<file path="src/rtl/gcode_pkg.sv">
// gcode_pkg: command encoding, command word layout and mode bit positions shared by the sequencer
package gcode_pkg;
  localparam int COORD_W = 16;
  typedef enum logic [3:0] {
    G00 = 4'd0, G01 = 4'd1, G20 = 4'd2, G21 = 4'd3, G90 = 4'd4,
    G91 = 4'd5, M2 = 4'd6, M6 = 4'd7, M72 = 4'd8
  } cmd_code_e;
  // cmd is a raw nibble so that illegal codes 9-15 can still be carried and flagged
  typedef struct packed {
    logic [3:0] cmd;
    logic signed [COORD_W-1:0] x;
    logic signed [COORD_W-1:0] y;
  } gcode_cmd_t;
  typedef enum logic [2:0] {IDLE, DECODE, ISSUE, WAIT_MOVE, TOOL, HALT} state_e;
  localparam int MODE_LINEAR = 0;
  localparam int MODE_INCHES = 1;
  localparam int MODE_ABSOLUTE = 2;
  localparam int MODE_RAISE = 3;
  localparam int MODE_TOOL = 4;
  localparam logic [4:0] MODE_RESET = 5'b00100;
endpackage

</file>
<file path="src/rtl/gcode_target_calc.sv">
// gcode_target_calc: resolves a move target from absolute or position-relative coordinates
module gcode_target_calc
  import gcode_pkg::*;
(
  input  logic                      absolute,
  input  logic signed [COORD_W-1:0] pos_x,
  input  logic signed [COORD_W-1:0] pos_y,
  input  logic signed [COORD_W-1:0] x,
  input  logic signed [COORD_W-1:0] y,
  output logic signed [COORD_W-1:0] tgt_x,
  output logic signed [COORD_W-1:0] tgt_y
);
  // relative sums wrap at the coordinate width by construction
  assign tgt_x = absolute ? x : pos_x + x;
  assign tgt_y = absolute ? y : pos_y + y;
endmodule

</file>
<file path="src/rtl/gcode_sequencer.sv">
// gcode_sequencer: fetches one command at a time, tracks modal state and issues moves/tool changes
module gcode_sequencer
  import gcode_pkg::*;
(
  input  logic                      clk,
  input  logic                      rst_n,
  input  gcode_cmd_t                cmd_in,
  input  logic                      cmd_valid,
  output logic                      cmd_ready,
  output logic                      move_valid,
  input  logic                      move_ready,
  output logic signed [COORD_W-1:0] move_x,
  output logic signed [COORD_W-1:0] move_y,
  output logic                      move_linear,
  input  logic                      move_done,
  output logic                      tool_req,
  input  logic                      tool_ack,
  output logic [4:0]                mode_reg,
  output logic                      halted,
  output logic                      error
);
  state_e state_q, state_d;
  gcode_cmd_t cmd_q, cmd_d;
  logic [4:0] mode_q, mode_d;
  logic signed [COORD_W-1:0] pos_x_q, pos_x_d, pos_y_q, pos_y_d;
  logic signed [COORD_W-1:0] tgt_x_q, tgt_x_d, tgt_y_q, tgt_y_d;
  logic signed [COORD_W-1:0] calc_x, calc_y;
  logic error_q, error_d;
  logic cmd_ready_q, move_valid_q, tool_req_q, halted_q;

  gcode_target_calc u_target (
    .absolute(mode_q[MODE_ABSOLUTE]),
    .pos_x   (pos_x_q),
    .pos_y   (pos_y_q),
    .x       (cmd_q.x),
    .y       (cmd_q.y),
    .tgt_x   (calc_x),
    .tgt_y   (calc_y)
  );

  always_comb begin
    state_d = state_q;
    cmd_d   = cmd_q;
    mode_d  = mode_q;
    pos_x_d = pos_x_q;
    pos_y_d = pos_y_q;
    tgt_x_d = tgt_x_q;
    tgt_y_d = tgt_y_q;
    error_d = error_q;
    case (state_q)
      IDLE: if (cmd_valid && cmd_ready_q) begin
        cmd_d   = cmd_in;
        state_d = DECODE;
      end
      DECODE: begin
        state_d = IDLE;
        case (cmd_q.cmd)
          G00, G01: begin
            mode_d[MODE_LINEAR] = cmd_q.cmd[0];
            mode_d[MODE_TOOL]   = 1'b0;
            mode_d[MODE_RAISE]  = 1'b0;
            tgt_x_d = calc_x;
            tgt_y_d = calc_y;
            state_d = ISSUE;
          end
          G20: mode_d[MODE_INCHES] = 1'b1;
          G21: mode_d[MODE_INCHES] = 1'b0;
          G90: mode_d[MODE_ABSOLUTE] = 1'b1;
          G91: mode_d[MODE_ABSOLUTE] = 1'b0;
          M72: mode_d[MODE_RAISE] = 1'b1;
          M2:  state_d = HALT;
          M6: begin
            mode_d[MODE_TOOL] = 1'b1;
            state_d = TOOL;
          end
          default: error_d = 1'b1;
        endcase
      end
      ISSUE: if (move_ready) begin
        pos_x_d = tgt_x_q;
        pos_y_d = tgt_y_q;
        state_d = WAIT_MOVE;
      end
      WAIT_MOVE: state_d = move_done ? IDLE : WAIT_MOVE;
      TOOL:      state_d = tool_ack ? IDLE : TOOL;
      HALT:      state_d = HALT;
      default:   state_d = IDLE;
    endcase
  end

  // handshake outputs are registered copies of the next state
  always_ff @(posedge clk or negedge rst_n) begin
    if (!rst_n) begin
      state_q      <= IDLE;
      cmd_q        <= '0;
      mode_q       <= MODE_RESET;
      pos_x_q      <= '0;
      pos_y_q      <= '0;
      tgt_x_q      <= '0;
      tgt_y_q      <= '0;
      error_q      <= 1'b0;
      cmd_ready_q  <= 1'b0;
      move_valid_q <= 1'b0;
      tool_req_q   <= 1'b0;
      halted_q     <= 1'b0;
    end else begin
      state_q      <= state_d;
      cmd_q        <= cmd_d;
      mode_q       <= mode_d;
      pos_x_q      <= pos_x_d;
      pos_y_q      <= pos_y_d;
      tgt_x_q      <= tgt_x_d;
      tgt_y_q      <= tgt_y_d;
      error_q      <= error_d;
      cmd_ready_q  <= state_d == IDLE;
      move_valid_q <= state_d == ISSUE;
      tool_req_q   <= state_d == TOOL;
      halted_q     <= state_d == HALT;
    end
  end

  assign cmd_ready   = cmd_ready_q;
  assign move_valid  = move_valid_q;
  assign move_x      = tgt_x_q;
  assign move_y      = tgt_y_q;
  assign move_linear = mode_q[MODE_LINEAR];
  assign tool_req    = tool_req_q;
  assign mode_reg    = mode_q;
  assign halted      = halted_q;
  assign error       = error_q;
endmodule

</file>
<file path="config.mk">
export PLATFORM = sky130hd
export DESIGN_NAME = gcode_sequencer
export DESIGN_NICKNAME = d
export VERILOG_FILES = /design/src/rtl/gcode_pkg.sv /design/src/rtl/gcode_target_calc.sv /design/src/rtl/gcode_sequencer.sv
export SDC_FILE = /design/constraint.sdc
export NUM_CORES = 1
export LEC_CHECK = 0
export CORE_MARGIN = 4
export CORE_UTILIZATION = 30
export CTS_BUF_LIST = sky130_fd_sc_hd__clkbuf_8
export DETAILED_ROUTE_END_ITERATION = 8
export PLACE_DENSITY = 0.57
export SLEW_MARGIN = 20
export SYNTH_ARGS = -nofsm -noshare
export SYNTH_HDL_FRONTEND = slang
export SYNTH_SLANG_ARGS = --single-unit
</file>
<file path="constraint.sdc">
create_clock -name clk -period 3.3 [get_ports clk]
set_input_delay 0.99 -clock clk [delete_from_list [all_inputs] [get_ports clk]]
set_output_delay 0.99 -clock clk [all_outputs]
set_load 0.02 [all_outputs]
</file>
==> metrics.cfg, run 1 <==
[logic_synthesis]
synth-main-ff-cell=dfrtp_1
async_flop_share=1.000
synth_edf_count=0
ys_seq_elements=113
syn_area_per_cell_sq_um=10.69
synthesis.nets=630
ys_warn_count=0
synth_cell_types=56
syn_area_sq_um=5944
seq_area_frac_synth=0.4759
synth_cells=556

[critical_path]
arrival_ps=2960
critPathLaunchType=register
cp_max_fo=3
worst-endpoint-required_ps=3660
r2r_end=move_x[12]$_DFFE_PN0P_
r2r_start=cmd_q[16]$_DFFE_PN0P_
reg2reg_depth=9
reg2reg_slack_ps=700
cp-end-kind=register
worstSetupPathType=reg -> reg

[clocking]
cts_root_buffer=clkbuf_8
ctsResizeCount=0
cts_buffer_depth=2
cts_setup_buffers=0
cts.reportedPaths.clkPinSlew_ps=70
cts_sinks=113
cts_tree=done
clock_latency_ps=440
cts_buffers=17
h-tree-depth=4
cts-hold-fix-buffers=0

[cells_and_area]
area_delta_synth_final_pct=26.52
drive_above_1_share=0.1746
top_register=cmd_q
largest_register_ffs=36
nets=714
diodes=0
fillCellCount=1909
final_core_util=0.3864

[global_routing]
grt_pass1_vias=4649
overflow=0
antenna_found_initial=0
grt_max_degree=57
grt.total_usage=0.1351
grt_pass1_wl_um=23900

[timing]
fin_crit_sh=0.7880
tns_ps=0
hold_viol=0
skew_ps=11.30
timing.final.ws_setup_ps=699.4
period_needed_ps=2601
fmax_mhz=384.5
slew_violations=0
setup_viol=0
worst_pin_slew_ps=750.2
rsz0062_at_grt=false
slew_headroom=0.4999

[routing]
top_layer=met4
wl_per_cell_um=15.59
dr.pass1.iters=4
drt_iter0_drc=239
wirelength_met1_um=6641
vias=4429
vias_per_cell=4.825
drc=0
wirelength_um=14310
route.met3.wl_um=829
postRouteAntennaNets=0
dr_wl_met2_um=6721

[die]
num_rows=51
die_h_um=148.8
die-area_sq_um=22130
start_util=0.3054
core_area_sq_um=19460
ios=85
die_x_um=148.8

[pwr]
pwr_density_cell_nw_per_um2=1124
peakVddDrop_mv=0.5452
leakage_uw=0.003301

[placement]
gp_congestion=0.8100
place_ws_ps=720.5
hpwl_um=9937
io_buffers=84

[worst_hold_path]
min_to=error$_DFFE_PN0P_
min_from=error$_DFFE_PN0P_
hold_path_class=reg -> reg
hold_depth=1

[outcome]
status=finished, final reports clean

[flow_run]
cap_violations=0

synthesized netlist by cell type (2+ instances only):
cell	number	area share
ha_1	30	0.063
mux2_2	68	0.13
clkbuf_1	11	0.0069
o21bai_1	4	0.0051
dfrtp_1	112	0.47
buf_2	11	0.0093
a21o_1	8	0.010
a211oi_1	2	0.0025
inv_1	14	0.0088
and3_1	7	0.0074
o221ai_1	2	0.0029
xnor2_1	14	0.021
nor3_1	6	0.0051
mux2i_1	9	0.015
a31oi_1	6	0.0063
a21oi_1	51	0.043
o21a_1	5	0.0063
o211ai_1	3	0.0038
nand3_1	10	0.0084
o21ai_0	48	0.040
nor2_1	29	0.018
nand4_1	3	0.0032
xor2_1	11	0.016
a31o_2	2	0.0029
nor3b_1	2	0.0025
buf_4	2	0.0025
and2_1	3	0.0032
fa_1	2	0.0067
a22oi_1	2	0.0025
nand2_1	49	0.031
o31ai_1	3	0.0038
nand3b_1	3	0.0038
critical path: stages, from the launching register on:
cell and delay, ps:
dfrtp_1 390, ha_1 240, fa_1 420, a21oi_1 300
o221ai_1 180, a21oi_1 330, o221ai_1 150, a21oi_1 190
xnor2_1 150, a2bb2oi_1 160
stage by stage:
step / hold slack (ps) / total power [uW] / cells / cell area [sq um]
6_report: 467.8 / 8454 / 918 / 7521
4_1_cts: 473.2 / 8543 / 918 / 7521
2_1_floorplan: 433.5 / 5790 / 556 / 5944
5_1_grt: 509.5 / 9202 / 918 / 7521
3_3_place_gp: 465.9 / 6998 / 886 / 7093
3_5_place_dp: 457.3 / 7112 / 886 / 7093
logic make-up after synthesis:
group | share of synthesized area
buf+inv | 0.03010
mux | 0.1440
simple gates | 0.09283
flops | 0.4759
xor+xnor | 0.03683
fa+ha+maj | 0.06988
compound gates | 0.1505
cells in the final DEF (no fill, tap or decap), types with 6 or more instances in the layout:
cell type        netlist  routed
clkdlybuf4s50_1        0      83
xor2_1                11      11
inv_1                 14      16
mux2i_1                9       9
nand3_1               10      10
clkbuf_8               0      21
ha_1                  30      30
mux2_2                68      68
nor2_1                29      29
a21oi_1               51      51
a31oi_1                6       6
and3_1                 7       7
o21ai_0               48      48
dfrtp_1              112     112
nand2_1               49      48
a21o_1                 8       8
xnor2_1               14      14
nor3_1                 6       6
metal layers:
metal,global-route usage,up-vias
met1,0.1790,2147
met4,0.03478,0
met2,0.2173,105
met3,0.04102,13
met5,0,-
li1,-,2164
final cells by class:
cell class | instances | area [sq um] | area share
well taps | 265 | 331.6 | 0.04409
multi-input cells | 403 | 2952 | 0.3924
repair buffers | 91 | 928.4 | 0.1234
flip-flops and latches | 113 | 2829 | 0.3761
clock buffers | 21 | 289.0 | 0.03843
inverters | 14 | 52.55 | 0.006987
clock inverters | 11 | 138.9 | 0.01847
where the power goes:
part,internal (uW),switching [uW],leakage (uW)
logic,2150,2370,0.00169
registers,2040,511,0.00139
clock network,820,567,0.000216
total,5010,3440,0.00330
how the worst max path moves through the flow:
stage	startpoint	to	cells past startpoint
after floorplan	cmd_q[0]$_DFFE_PN0P_	move_y[14]$_DFFE_PN0P_	9
final	cmd_q[16]$_DFFE_PN0P_	move_x[12]$_DFFE_PN0P_	9
after CTS	mode_reg[2]$_DFFE_PN1P_	mode_reg[2]	1
after global placement	cmd_valid	cmd_q[16]$_DFFE_PN0P_	5
after global routing	cmd_q[16]$_DFFE_PN0P_	move_x[10]$_DFFE_PN0P_	9
after detailed placement	cmd_valid	halted$_DFF_PN0_	7
Note: power is estimated with default switching activity, not from simulation.
==> run 2, diff against run 1 <==
--- a/config.mk
+++ b/config.mk
@@ -9,7 +9,7 @@
 export CORE_UTILIZATION = 30
 export CTS_BUF_LIST = sky130_fd_sc_hd__clkbuf_8
 export DETAILED_ROUTE_END_ITERATION = 8
-export PLACE_DENSITY = 0.57
+export PLACE_DENSITY = 0.59
 export SLEW_MARGIN = 20
 export SYNTH_ARGS = -nofsm -noshare
 export SYNTH_HDL_FRONTEND = slang
==> constraint.sdc (replaced) <==
create_clock -name clk -period 2.3 [get_ports clk]
set_input_delay 0.69 -clock clk [delete_from_list [all_inputs] [get_ports clk]]
set_output_delay 0.69 -clock clk [all_outputs]
set_load 0.02 [all_outputs]
==> metrics.cfg, run 2 (synthesized netlist as in run 1, its figures left out) <==
[timing]
slew_violations=0
period_needed_ps=2240
skew_ps=11.89
rsz0062_at_grt=true
setup_viol=0
hold_viol=0
fmax_mhz=446.4
worst_pin_slew_ps=454.6
slew_headroom=0.6937
tns_ps=0
fin_crit_sh=0.9739
timing.final.ws_setup_ps=60.06

[clocking]
cts-hold-fix-buffers=0
cts_sinks=113
cts_tree=done
clock_latency_ps=440
cts_buffer_depth=2
cts_buffers=17
h-tree-depth=4
cts.reportedPaths.clkPinSlew_ps=80
cts_root_buffer=clkbuf_8

[routing]
wirelength_um=14380
postRouteAntennaNets=0
drc=0
vias=4605
dr.pass1.iters=4
wl_per_cell_um=15.29
vias_per_cell=4.899
drt_iter0_drc=215

[cells_and_area]
nets=736
area_delta_synth_final_pct=30.67
largest_register_ffs=36
top_register=cmd_q
seq_area_sq_um=2829
diodes=0
drive_above_1_share=0.2281
fin_area_sq_um=7767
final_common_cell=dfrtp_1
layout_common_cells=dfrtp_1, clkdlybuf4s50_1, mux2_2
fillCellCount=1898
multi_input_area_sq_um=3040

[pwr]
peakVddDrop_mv=0.5728
leakage_uw=0.003415
pwr_density_cell_nw_per_um2=1625

[die]
start_util=0.3054
num_rows=51
core_area_sq_um=19460
die_h_um=148.8
die_x_um=148.8
ios=85
die-area_sq_um=22130

[critical_path]
cp_cell_sequence=ha_2 -> fa_2 -> a21oi_4 -> o221ai_2 -> a21oi_2 -> o221ai_2 -> a21oi_2 -> xnor2_1 -> a2bb2oi_1
cp_slowest_cell=fa_2
r2r_end=move_x[12]$_DFFE_PN0P_
reg2reg_depth=9
cp_max_fo=3
slowest_delay_ps=420
worst-endpoint-required_ps=2660
critPathLaunchType=register
cp-end-kind=register
r2r_start=cmd_q[16]$_DFFE_PN0P_
arrival_ps=2600
reg2reg_slack_ps=60
worstSetupPathType=reg -> reg

[global_routing]
antenna_found_initial=0
grt_max_degree=40
grt.total_usage=0.1365
overflow=0
grt_pass1_wl_um=24070
grt_pass1_vias=4745

[placement]
gp_congestion=0.8467
hpwl_um=10140
io_buffers=84
place_ws_ps=-234.8
postPlaceCellArea_sq_um=7253

[worst_hold_path]
hold_path_class=in -> async

[flow_run]
cap_violations=0

[outcome]
status=finished, final reports clean

==> run 2: changes by cell type in the layout (fill, tap and decap cells not counted), sizes merged <==
cell	before	now
buf	8	30
clkbuf	21	18
clkdlybuf4s50	83	82
clkinv	3	5
dlygate4sd2	0	1
inv	16	17
==> run 2: layout make-up <==
| type | count | share of cell area |
|---|---|---|
| inverter | 14 | 0.006765 |
| clock inverter | 14 | 0.01917 |
| multi-input combinational | 403 | 0.3914 |
| sequential | 113 | 0.3642 |
| clock buffer | 18 | 0.03189 |
| tap | 265 | 0.04269 |
| timing repair buffer | 113 | 0.1438 |
==> run 2: per-stage QoR <==
| stage | hold WS [ps] | instances | total power [uW] | utilization |
|---|---|---|---|---|
| 2_1_floorplan | 394.4 | 556 | 8308 | - |
| 3_3_place_gp | 463.7 | 904 | 10320 | 0.3727 |
| 3_5_place_dp | 482.8 | 904 | 10470 | 0.3727 |
| 4_1_cts | 134.9 | 936 | 12550 | 0.3949 |
| 5_1_grt | 131.7 | 940 | 13700 | 0.3991 |
| 6_report | 155.4 | 940 | 12620 | 0.3991 |
==> run 2: how the worst max path moves through the flow <==
stage | cells after the start | slack [ps] | startpoint | to
floorplan | 9 | 80 | cmd_q[0]$_DFFE_PN0P_ | move_y[14]$_DFFE_PN0P_
global placement | 9 | -130 | cmd_q[0]$_DFFE_PN0P_ | move_y[14]$_DFFE_PN0P_
detailed placement | 9 | -230 | cmd_q[16]$_DFFE_PN0P_ | move_x[12]$_DFFE_PN0P_
CTS | 9 | 10 | cmd_q[16]$_DFFE_PN0P_ | move_x[12]$_DFFE_PN0P_
global route | 9 | -40 | pos_y_q[0]$_DFFE_PN0P_ | move_y[12]$_DFFE_PN0P_
finish | 9 | 60 | cmd_q[16]$_DFFE_PN0P_ | move_x[12]$_DFFE_PN0P_
==> run 2: report_power, final <==
part / internal (uW) / switching, uW / leakage, uW
combinational: 3430 / 3620 / 0.00181
clock: 1080 / 837 / 0.000208
sequential: 2930 / 729 / 0.00139
==> run 2: routing by layer <==
metal | GRT usage | part of all wire | vias up
met2 | 0.2166 | 0.47 | 97
met4 | 0.03661 | 0.012 | 0
li1 | - | - | 2211
met3 | 0.04862 | 0.053 | 17
met1 | 0.1782 | 0.47 | 2280
met5 | 0 | 0 | -
==> run 2: worst max-delay path, delay by kind of cell, from the launching register on <==
| kind | cells | cell delay (ps) |
|---|---|---|
| AOI/OAI and AO/OA | 6 | 980 |
| xor gates and xnor gates | 1 | 150 |
| adders and majority gates | 2 | 630 |
| DFF | 1 | 390 |
==> run 2: repair_timing <==
item,CTS,global route
resized for setup,9,20
pin swaps,4,15
endpoints found under the setup margin,8,8
setup buffers,0,4
